**src/rtl/ctrl_pkg.sv**
```systemverilog
// Shared definitions for the multi-cycle controller: opcodes, instruction
// classes, state codes, select encodings and the registered control bundle.
package ctrl_pkg;

  localparam int unsigned DATA_W = 16;
  localparam int unsigned OP_W   = 5;
  localparam int unsigned REG_W  = 3;
  localparam int unsigned ST_W   = 3;

  // Opcode encoding shared with the ALU
  localparam logic [OP_W-1:0] OP_NOP   = 5'd0;
  localparam logic [OP_W-1:0] OP_ADD   = 5'd1;
  localparam logic [OP_W-1:0] OP_SUB   = 5'd2;
  localparam logic [OP_W-1:0] OP_AND   = 5'd3;
  localparam logic [OP_W-1:0] OP_OR    = 5'd4;
  localparam logic [OP_W-1:0] OP_XOR   = 5'd5;
  localparam logic [OP_W-1:0] OP_SLL   = 5'd6;
  localparam logic [OP_W-1:0] OP_SRL   = 5'd7;
  localparam logic [OP_W-1:0] OP_ADDI  = 5'd8;
  localparam logic [OP_W-1:0] OP_SUBI  = 5'd9;
  localparam logic [OP_W-1:0] OP_ANDI  = 5'd10;
  localparam logic [OP_W-1:0] OP_ORI   = 5'd11;
  localparam logic [OP_W-1:0] OP_XORI  = 5'd12;
  localparam logic [OP_W-1:0] OP_SLLI  = 5'd13;
  localparam logic [OP_W-1:0] OP_LOAD  = 5'd14;
  localparam logic [OP_W-1:0] OP_STORE = 5'd15;
  localparam logic [OP_W-1:0] OP_BEQ   = 5'd16;
  localparam logic [OP_W-1:0] OP_BGT   = 5'd17;
  localparam logic [OP_W-1:0] OP_BGE   = 5'd18;
  localparam logic [OP_W-1:0] OP_BLT   = 5'd19;
  localparam logic [OP_W-1:0] OP_JALR  = 5'd20;

  localparam logic [ST_W-1:0] S_FETCH  = 3'd0;
  localparam logic [ST_W-1:0] S_DECODE = 3'd1;
  localparam logic [ST_W-1:0] S_EXEC   = 3'd2;
  localparam logic [ST_W-1:0] S_MEM    = 3'd3;
  localparam logic [ST_W-1:0] S_WB     = 3'd4;
  localparam logic [ST_W-1:0] S_TRAP   = 3'd5;

  localparam logic [1:0] PC_SRC_SEQ    = 2'b00;
  localparam logic [1:0] PC_SRC_BRANCH = 2'b01;
  localparam logic [1:0] PC_SRC_ALU    = 2'b10;

  localparam logic [1:0] WB_ALU = 2'b00;
  localparam logic [1:0] WB_MEM = 2'b01;
  localparam logic [1:0] WB_PC1 = 2'b10;

  typedef enum logic [2:0] {
    CLS_NOP, CLS_RTYPE, CLS_ITYPE, CLS_LOAD,
    CLS_STORE, CLS_BRANCH, CLS_JALR, CLS_ILLEGAL
  } op_class_e;

  typedef struct packed {
    op_class_e       cls;
    logic [OP_W-1:0] alu_op;
    logic            src_imm;
  } decode_t;

  // Registered control bundle; br_exec/st_mem qualify the two input-dependent terms
  typedef struct packed {
    logic            instr_ready;
    logic [OP_W-1:0] alu_control;
    logic            alu_src_imm;
    logic            alu_out_en;
    logic            mem_read;
    logic            mem_write;
    logic            reg_write;
    logic [1:0]      wb_sel;
    logic            pc_write;
    logic [1:0]      pc_src;
    logic            br_exec;
    logic            st_mem;
  } ctrl_t;

endpackage

```
**src/rtl/ctrl_decode.sv**
```systemverilog
// Combinational opcode decode: instruction class, ALU op and B-operand select.
module ctrl_decode
  import ctrl_pkg::*;
(
  input  logic [OP_W-1:0] opcode,
  output decode_t         dec_c
);

  always_comb begin
    dec_c.cls     = CLS_ILLEGAL;
    dec_c.alu_op  = opcode;
    dec_c.src_imm = 1'b0;
    case (opcode)
      OP_NOP: dec_c.cls = CLS_NOP;
      OP_ADD, OP_SUB, OP_AND, OP_OR, OP_XOR, OP_SLL, OP_SRL:
        dec_c.cls = CLS_RTYPE;
      OP_ADDI, OP_SUBI, OP_ANDI, OP_ORI, OP_XORI, OP_SLLI: begin
        dec_c.cls     = CLS_ITYPE;
        dec_c.src_imm = 1'b1;
      end
      OP_LOAD: begin
        dec_c.cls     = CLS_LOAD;
        dec_c.src_imm = 1'b1;
      end
      OP_STORE: begin
        dec_c.cls     = CLS_STORE;
        dec_c.src_imm = 1'b1;
      end
      OP_BEQ, OP_BGT, OP_BGE, OP_BLT: dec_c.cls = CLS_BRANCH;
      // JALR computes rs1 + imm on the ALU adder
      OP_JALR: begin
        dec_c.cls     = CLS_JALR;
        dec_c.alu_op  = OP_ADD;
        dec_c.src_imm = 1'b1;
      end
      default: ;
    endcase
  end

endmodule

```
**src/rtl/multicycle_ctrl.sv**
```systemverilog
// Multi-cycle control unit: FETCH/DECODE/EXEC/MEM/WB sequencing, IR latch,
// sticky illegal flag and retired-instruction counter.
module multicycle_ctrl
  import ctrl_pkg::*;
(
  input  logic              clk,
  input  logic              reset_n,
  input  logic              instr_valid,
  input  logic [DATA_W-1:0] instr,
  output logic              instr_ready,
  input  logic              branch_gate,
  input  logic              mem_ready,
  output logic [OP_W-1:0]   alu_control,
  output logic              alu_src_imm,
  output logic              alu_out_en,
  output logic              mem_read,
  output logic              mem_write,
  output logic              reg_write,
  output logic [1:0]        wb_sel,
  output logic              pc_write,
  output logic [1:0]        pc_src,
  output logic [REG_W-1:0]  ir_rd,
  output logic [REG_W-1:0]  ir_rs1,
  output logic [REG_W-1:0]  ir_rs2,
  output logic              illegal,
  output logic [DATA_W-1:0] instr_count
);

  logic [ST_W-1:0]   state_q, state_d;
  logic [DATA_W-1:0] ir_q, ir_d;
  op_class_e         cls_q;
  decode_t           dec_c;
  ctrl_t             out_q, out_d;
  logic              retire_c;
  logic              illegal_q;
  logic [DATA_W-1:0] count_q;

  // Decode the next IR so outputs can be registered for the state being entered
  ctrl_decode u_decode (
    .opcode (ir_d[DATA_W-1 -: OP_W]),
    .dec_c  (dec_c)
  );

  always_ff @(posedge clk or negedge reset_n) begin
    if (!reset_n) begin
      state_q   <= S_FETCH;
      ir_q      <= '0;
      cls_q     <= CLS_NOP;
      out_q     <= '0;
      illegal_q <= 1'b0;
      count_q   <= '0;
    end else begin
      state_q <= state_d;
      ir_q    <= ir_d;
      cls_q   <= dec_c.cls;
      out_q   <= out_d;
      if (state_d == S_TRAP) illegal_q <= 1'b1;
      if (retire_c) count_q <= count_q + DATA_W'(1);
    end
  end

  // Next-state and retire decision
  always_comb begin
    state_d  = state_q;
    ir_d     = ir_q;
    retire_c = 1'b0;
    case (state_q)
      S_FETCH: begin
        if (instr_valid && out_q.instr_ready) begin
          ir_d    = instr;
          state_d = S_DECODE;
        end
      end
      S_DECODE: begin
        case (cls_q)
          CLS_ILLEGAL: state_d = S_TRAP;
          CLS_NOP: begin
            state_d  = S_FETCH;
            retire_c = 1'b1;
          end
          default: state_d = S_EXEC;
        endcase
      end
      S_EXEC: begin
        case (cls_q)
          CLS_BRANCH: begin
            state_d  = S_FETCH;
            retire_c = 1'b1;
          end
          CLS_LOAD, CLS_STORE: state_d = S_MEM;
          default: state_d = S_WB;
        endcase
      end
      S_MEM: begin
        if (mem_ready) begin
          if (cls_q == CLS_STORE) begin
            state_d  = S_FETCH;
            retire_c = 1'b1;
          end else begin
            state_d = S_WB;
          end
        end
      end
      S_WB: begin
        state_d  = S_FETCH;
        retire_c = 1'b1;
      end
      S_TRAP: state_d = S_TRAP;
      default: state_d = S_FETCH;
    endcase
  end

  // Control decode for the state being entered
  always_comb begin
    out_d = '0;
    case (state_d)
      S_FETCH:  out_d.instr_ready = 1'b1;
      S_DECODE: out_d.pc_write = (dec_c.cls == CLS_NOP);
      S_EXEC: begin
        out_d.alu_control = dec_c.alu_op;
        out_d.alu_src_imm = dec_c.src_imm;
        out_d.alu_out_en  = 1'b1;
        out_d.pc_write    = (dec_c.cls == CLS_BRANCH);
        out_d.br_exec     = (dec_c.cls == CLS_BRANCH);
      end
      S_MEM: begin
        out_d.mem_read  = (dec_c.cls == CLS_LOAD);
        out_d.mem_write = (dec_c.cls == CLS_STORE);
        out_d.st_mem    = (dec_c.cls == CLS_STORE);
      end
      S_WB: begin
        out_d.reg_write = 1'b1;
        out_d.pc_write  = 1'b1;
        case (dec_c.cls)
          CLS_LOAD: out_d.wb_sel = WB_MEM;
          CLS_JALR: begin
            out_d.wb_sel = WB_PC1;
            out_d.pc_src = PC_SRC_ALU;
          end
          default: out_d.wb_sel = WB_ALU;
        endcase
      end
      default: ;
    endcase
  end

  assign instr_ready = out_q.instr_ready;
  assign alu_control = out_q.alu_control;
  assign alu_src_imm = out_q.alu_src_imm;
  assign alu_out_en  = out_q.alu_out_en;
  assign mem_read    = out_q.mem_read;
  assign mem_write   = out_q.mem_write;
  assign reg_write   = out_q.reg_write;
  assign wb_sel      = out_q.wb_sel;
  // Branch outcome and store completion are only known within their own cycle
  assign pc_write    = out_q.pc_write | (out_q.st_mem & mem_ready);
  assign pc_src      = out_q.pc_src |
                       ((out_q.br_exec && branch_gate) ? PC_SRC_BRANCH : PC_SRC_SEQ);
  assign ir_rd       = ir_q[10:8];
  assign ir_rs1      = ir_q[7:5];
  assign ir_rs2      = ir_q[2:0];
  assign illegal     = illegal_q;
  assign instr_count = count_q;

endmodule
```
**config.mk**
```make
export PLATFORM = sky130hd
export DESIGN_NAME = multicycle_ctrl
export DESIGN_NICKNAME = d
export VERILOG_FILES = /design/src/rtl/ctrl_pkg.sv /design/src/rtl/ctrl_decode.sv /design/src/rtl/multicycle_ctrl.sv
export SDC_FILE = /design/constraint.sdc
export NUM_CORES = 1
export LEC_CHECK = 0
export CORE_UTILIZATION = 52
export CTS_BUF_LIST = sky130_fd_sc_hd__clkbuf_16
export CTS_CLUSTER_DIAMETER = 80
export DETAILED_ROUTE_END_ITERATION = 10
export GPL_TIMING_DRIVEN = 0
export PLACE_DENSITY_LB_ADDON = 0.08
export REMOVE_ABC_BUFFERS = 1
export SYNTH_ARGS = -nofsm -noshare
export SYNTH_HDL_FRONTEND = slang
export SYNTH_SLANG_ARGS = --single-unit
```
**constraint.sdc**
```tcl
create_clock -name clk -period 2.92 [get_ports clk]
set_input_delay 0.584 -clock clk [delete_from_list [all_inputs] [get_ports clk]]
set_output_delay 0.584 -clock clk [all_outputs]
set_load 0.01 [all_outputs]
```
==> results.py <==
metrics = {
    "timing": {
        "fin_skew_ns": 0.00465,
        "worstMarginPinSlew_ns": 0.809,
        "tns_ns": 0,
        "fin_crit_sh": 0.899,
        "holdWs_ns": 0.212,
        "timing_hold_violations_final": 0,
        "slew_viol_final": 0,
        "finalSetupViolCount": 0,
        "max_freq_ghz": 0.381,
        "period_minus_slack_ns": 2.62,
        "timing.slew.headroom": 0.457,
        "rsz0062_at_grt": "false",
    },
    "yosys": {
        "synth-simple-area-share": 0.186,
        "synthAdderAreaFrac": 0.00517,
        "synth_flop_cell": "dfrtp_1",
        "ys_seq_area_frac": 0.538,
        "synth_compound_area_frac": 0.0615,
        "synth-xor-area-share": 0.0543,
        "synth_edf_count": 0,
        "ys_types": 44,
        "yosys-mux-area-fraction": 0.0760,
        "syn_avg_cell_area_sq_um": 11.2,
        "async_reset_ff_frac": 1.00,
        "synth_top_family_by_area": "simple AND/OR/NAND/NOR gates",
        "ys_seq_elements": 52,
        "synth_area_sq_um": 2420,
        "yosys_warnings": 0,
        "netlist_instances": 216,
    },
    "setup_path": {
        "cp_data_required_time_ns": 3.07,
        "crit_arrival_ns": 2.78,
        "crit_path_start_kind": "input port",
        "end_kind": "flip-flop",
        "crit_path_max_fanout": 16,
        "critical_path_class": "input port to flip-flop",
    },
    "clock_tree": {
        "clock_path_buffers": 2,
        "clkSinkCount": 52,
        "insertion_delay_ns": 0.29,
        "clk_pin_slew_ns": 0.06,
        "cts_hold_buffers": 0,
        "cts-root-buf": "clkbuf_16",
        "postCtsResizedCells": 0,
        "cts_buffers": 5,
        "post_cts_buffers": 0,
        "htreeDepth": 2,
        "cts_tree": "done",
    },
    "cells_and_area": {
        "final_common_cell": "clkdlybuf4s50_1",
        "final_cells": 316,
        "layout.nets": 285,
        "n_antenna_cell": 0,
        "layout_common_cells": "59 x clkdlybuf4s50_1, 52 x dfrtp_1, 13 x nand2_1, 13 x nor2_1, 13 x xor2_1",
        "area.growth.synth_to_final_pct": 29.2,
        "drive_gt1_frac": 0.110,
    },
    "power_and_ir_drop": {
        "ir_drop_v": 0.000626,
        "power_w": 0.00305,
        "p_per_area_nw_per_um2": 977,
        "p_leak_nw": 1.34,
    },
    "grt": {
        "grt.overflow.total": 0,
        "grt_pass1_wl_um": 7730,
        "grt_max_degree": 38,
        "antenna_found_initial": 0,
        "grt_pass1_vias": 1655,
        "grt.total_usage": 0.203,
    },
    "drt": {
        "dr.first_iter.drc_count": 174,
        "ant_nets": 0,
        "via_per_inst": 5.35,
        "routedWlPerCell_um": 14.3,
        "drt-total-wl_um": 4520,
        "post-route-drc-count": 0,
        "first_pass_iters": 4,
        "vias": 1692,
    },
    "die": {
        "rows": 24,
        "design.core.area_sq_um": 4410,
        "ios": 63,
        "die_height_um": 70.2,
        "dieArea_sq_um": 4930,
        "initial_core_util": 0.548,
        "fp.dieW_um": 70.2,
    },
    "hold_path": {
        "hold_path.class": "input port to async pin",
    },
    "run_status": {
        "outcome": "finished, final reports clean",
    },
    "place": {
        "post-place-cells": 308,
        "dp_hpwl_um": 3340,
        "place_congestion": 0.817,
        "portBuffers": 60,
    },
    "flow_run": {
        "maxCapViolCount": 0,
    },
}
==> path summary, 6_finish.rpt <==
check | cells past startpoint | end | slack [ns] | start
worst min register to register | 1 | instr_count[15] | 0.47 | instr_count[15]
min in group clk | 1 | instr_count[15] | 0.47 | instr_count[15]
worst max register to register | 6 | out_q[4] | 0.53 | state_q[1]
worst max-delay path | 8 | out_q[4] | 0.30 | instr_valid
worst min-delay path | 1 | reg_write | 0.21 | reset_n
max in group asynchronous | 2 | ir_q[14] | 2.20 | reset_n
==> cell usage after synthesis, drive strengths merged (2+ instances only) <==
cell	number	share of area
dfrtp	52	0.54
buf	21	0.064
nand2	13	0.020
nor2	13	0.020
xor2	13	0.047
mux2	11	0.051
inv	9	0.014
nor3	8	0.017
nand2b	7	0.018
nand3	7	0.014
nor4	7	0.027
a21oi	6	0.012
mux2i	6	0.025
o21ai	6	0.012
nor2b	5	0.013
and3	3	0.0078
nor4b	3	0.011
a2bb2oi	2	0.0098
nand3b	2	0.0062
nand4	2	0.0052
o21bai	2	0.0062
o31ai	2	0.0083
xnor2	2	0.0072
==> layer usage <==
| metal | global-route usage | share of wire | routed length [um] | vias up |
|---|---|---|---|---|
| met1 | 0.273 | 0.45 | 2040 | 813 |
| met4 | 0.0600 | 0.0078 | 35 | 0 |
| met2 | 0.310 | 0.47 | 2130 | 46 |
| met3 | 0.0750 | 0.069 | 312 | 4 |
| met5 | 0 | 0 | 0 | - |
| li1 | - | - | - | 829 |
==> sequential cells by signal, indices dropped and copies added, names as in the netlist <==
register and cells:
alu_src_imm 1, instr_ready 1, instr_count 16, alu_out_en 1, mem_read 1, illegal 1, out_q 3, mem_write 1
reg_write 1, alu_control 5, cls_q 3, ir_q 14, wb_sel 1, state_q 3
==> through the flow <==
| stage | util | worst slack [ns] | cell area (sq um) |
|---|---|---|---|
| detailed placement | 0.670 | -0.0113 | 2960 |
| global placement | 0.663 | -0.362 | 2930 |
| CTS | 0.708 | 0.257 | 3130 |
| global route | 0.708 | 0.0798 | 3130 |
| floorplan | - | 0.624 | 2260 |
| finish | 0.708 | 0.296 | 3130 |
==> where the power goes <==
group	internal, W	switching, W	leakage [nW]
logic	0.000643	0.000576	0.635
registers	0.000973	0.000217	0.624
clock network	0.000402	0.000243	0.0798
total	0.00202	0.00104	1.34
==> cells by family (layout without fill, tap and decap cells) <==
group	Yosys count	in the layout
and+or+nand+nor	78	78
DFF	52	52
buffers and inverters	31	79
AOI/OAI and AO/OA	22	22
muxes	17	17
xor gates and xnor gates	15	15
adders and majority gates	1	1
==> area by class of cell <==
type	instances	area, sq um
tap	52	65.1
multi-input combinational	133	927
sequential	52	1300
clock buffer	5	125
inverter	9	33.8
timing repair buffer	62	631
clock inverter	3	42.5
fill	337	1290
==> worst max-delay path: stages <==
cell             delay [ns]
clkdlybuf4s50_1        0.45
nand2_1                0.08
nor4_4                 0.61
buf_8                  0.24
mux2i_1                0.44
inv_2                  0.11
nand4_1                0.15
nand3_1                0.09
Power figures use the tool's default switching activity.
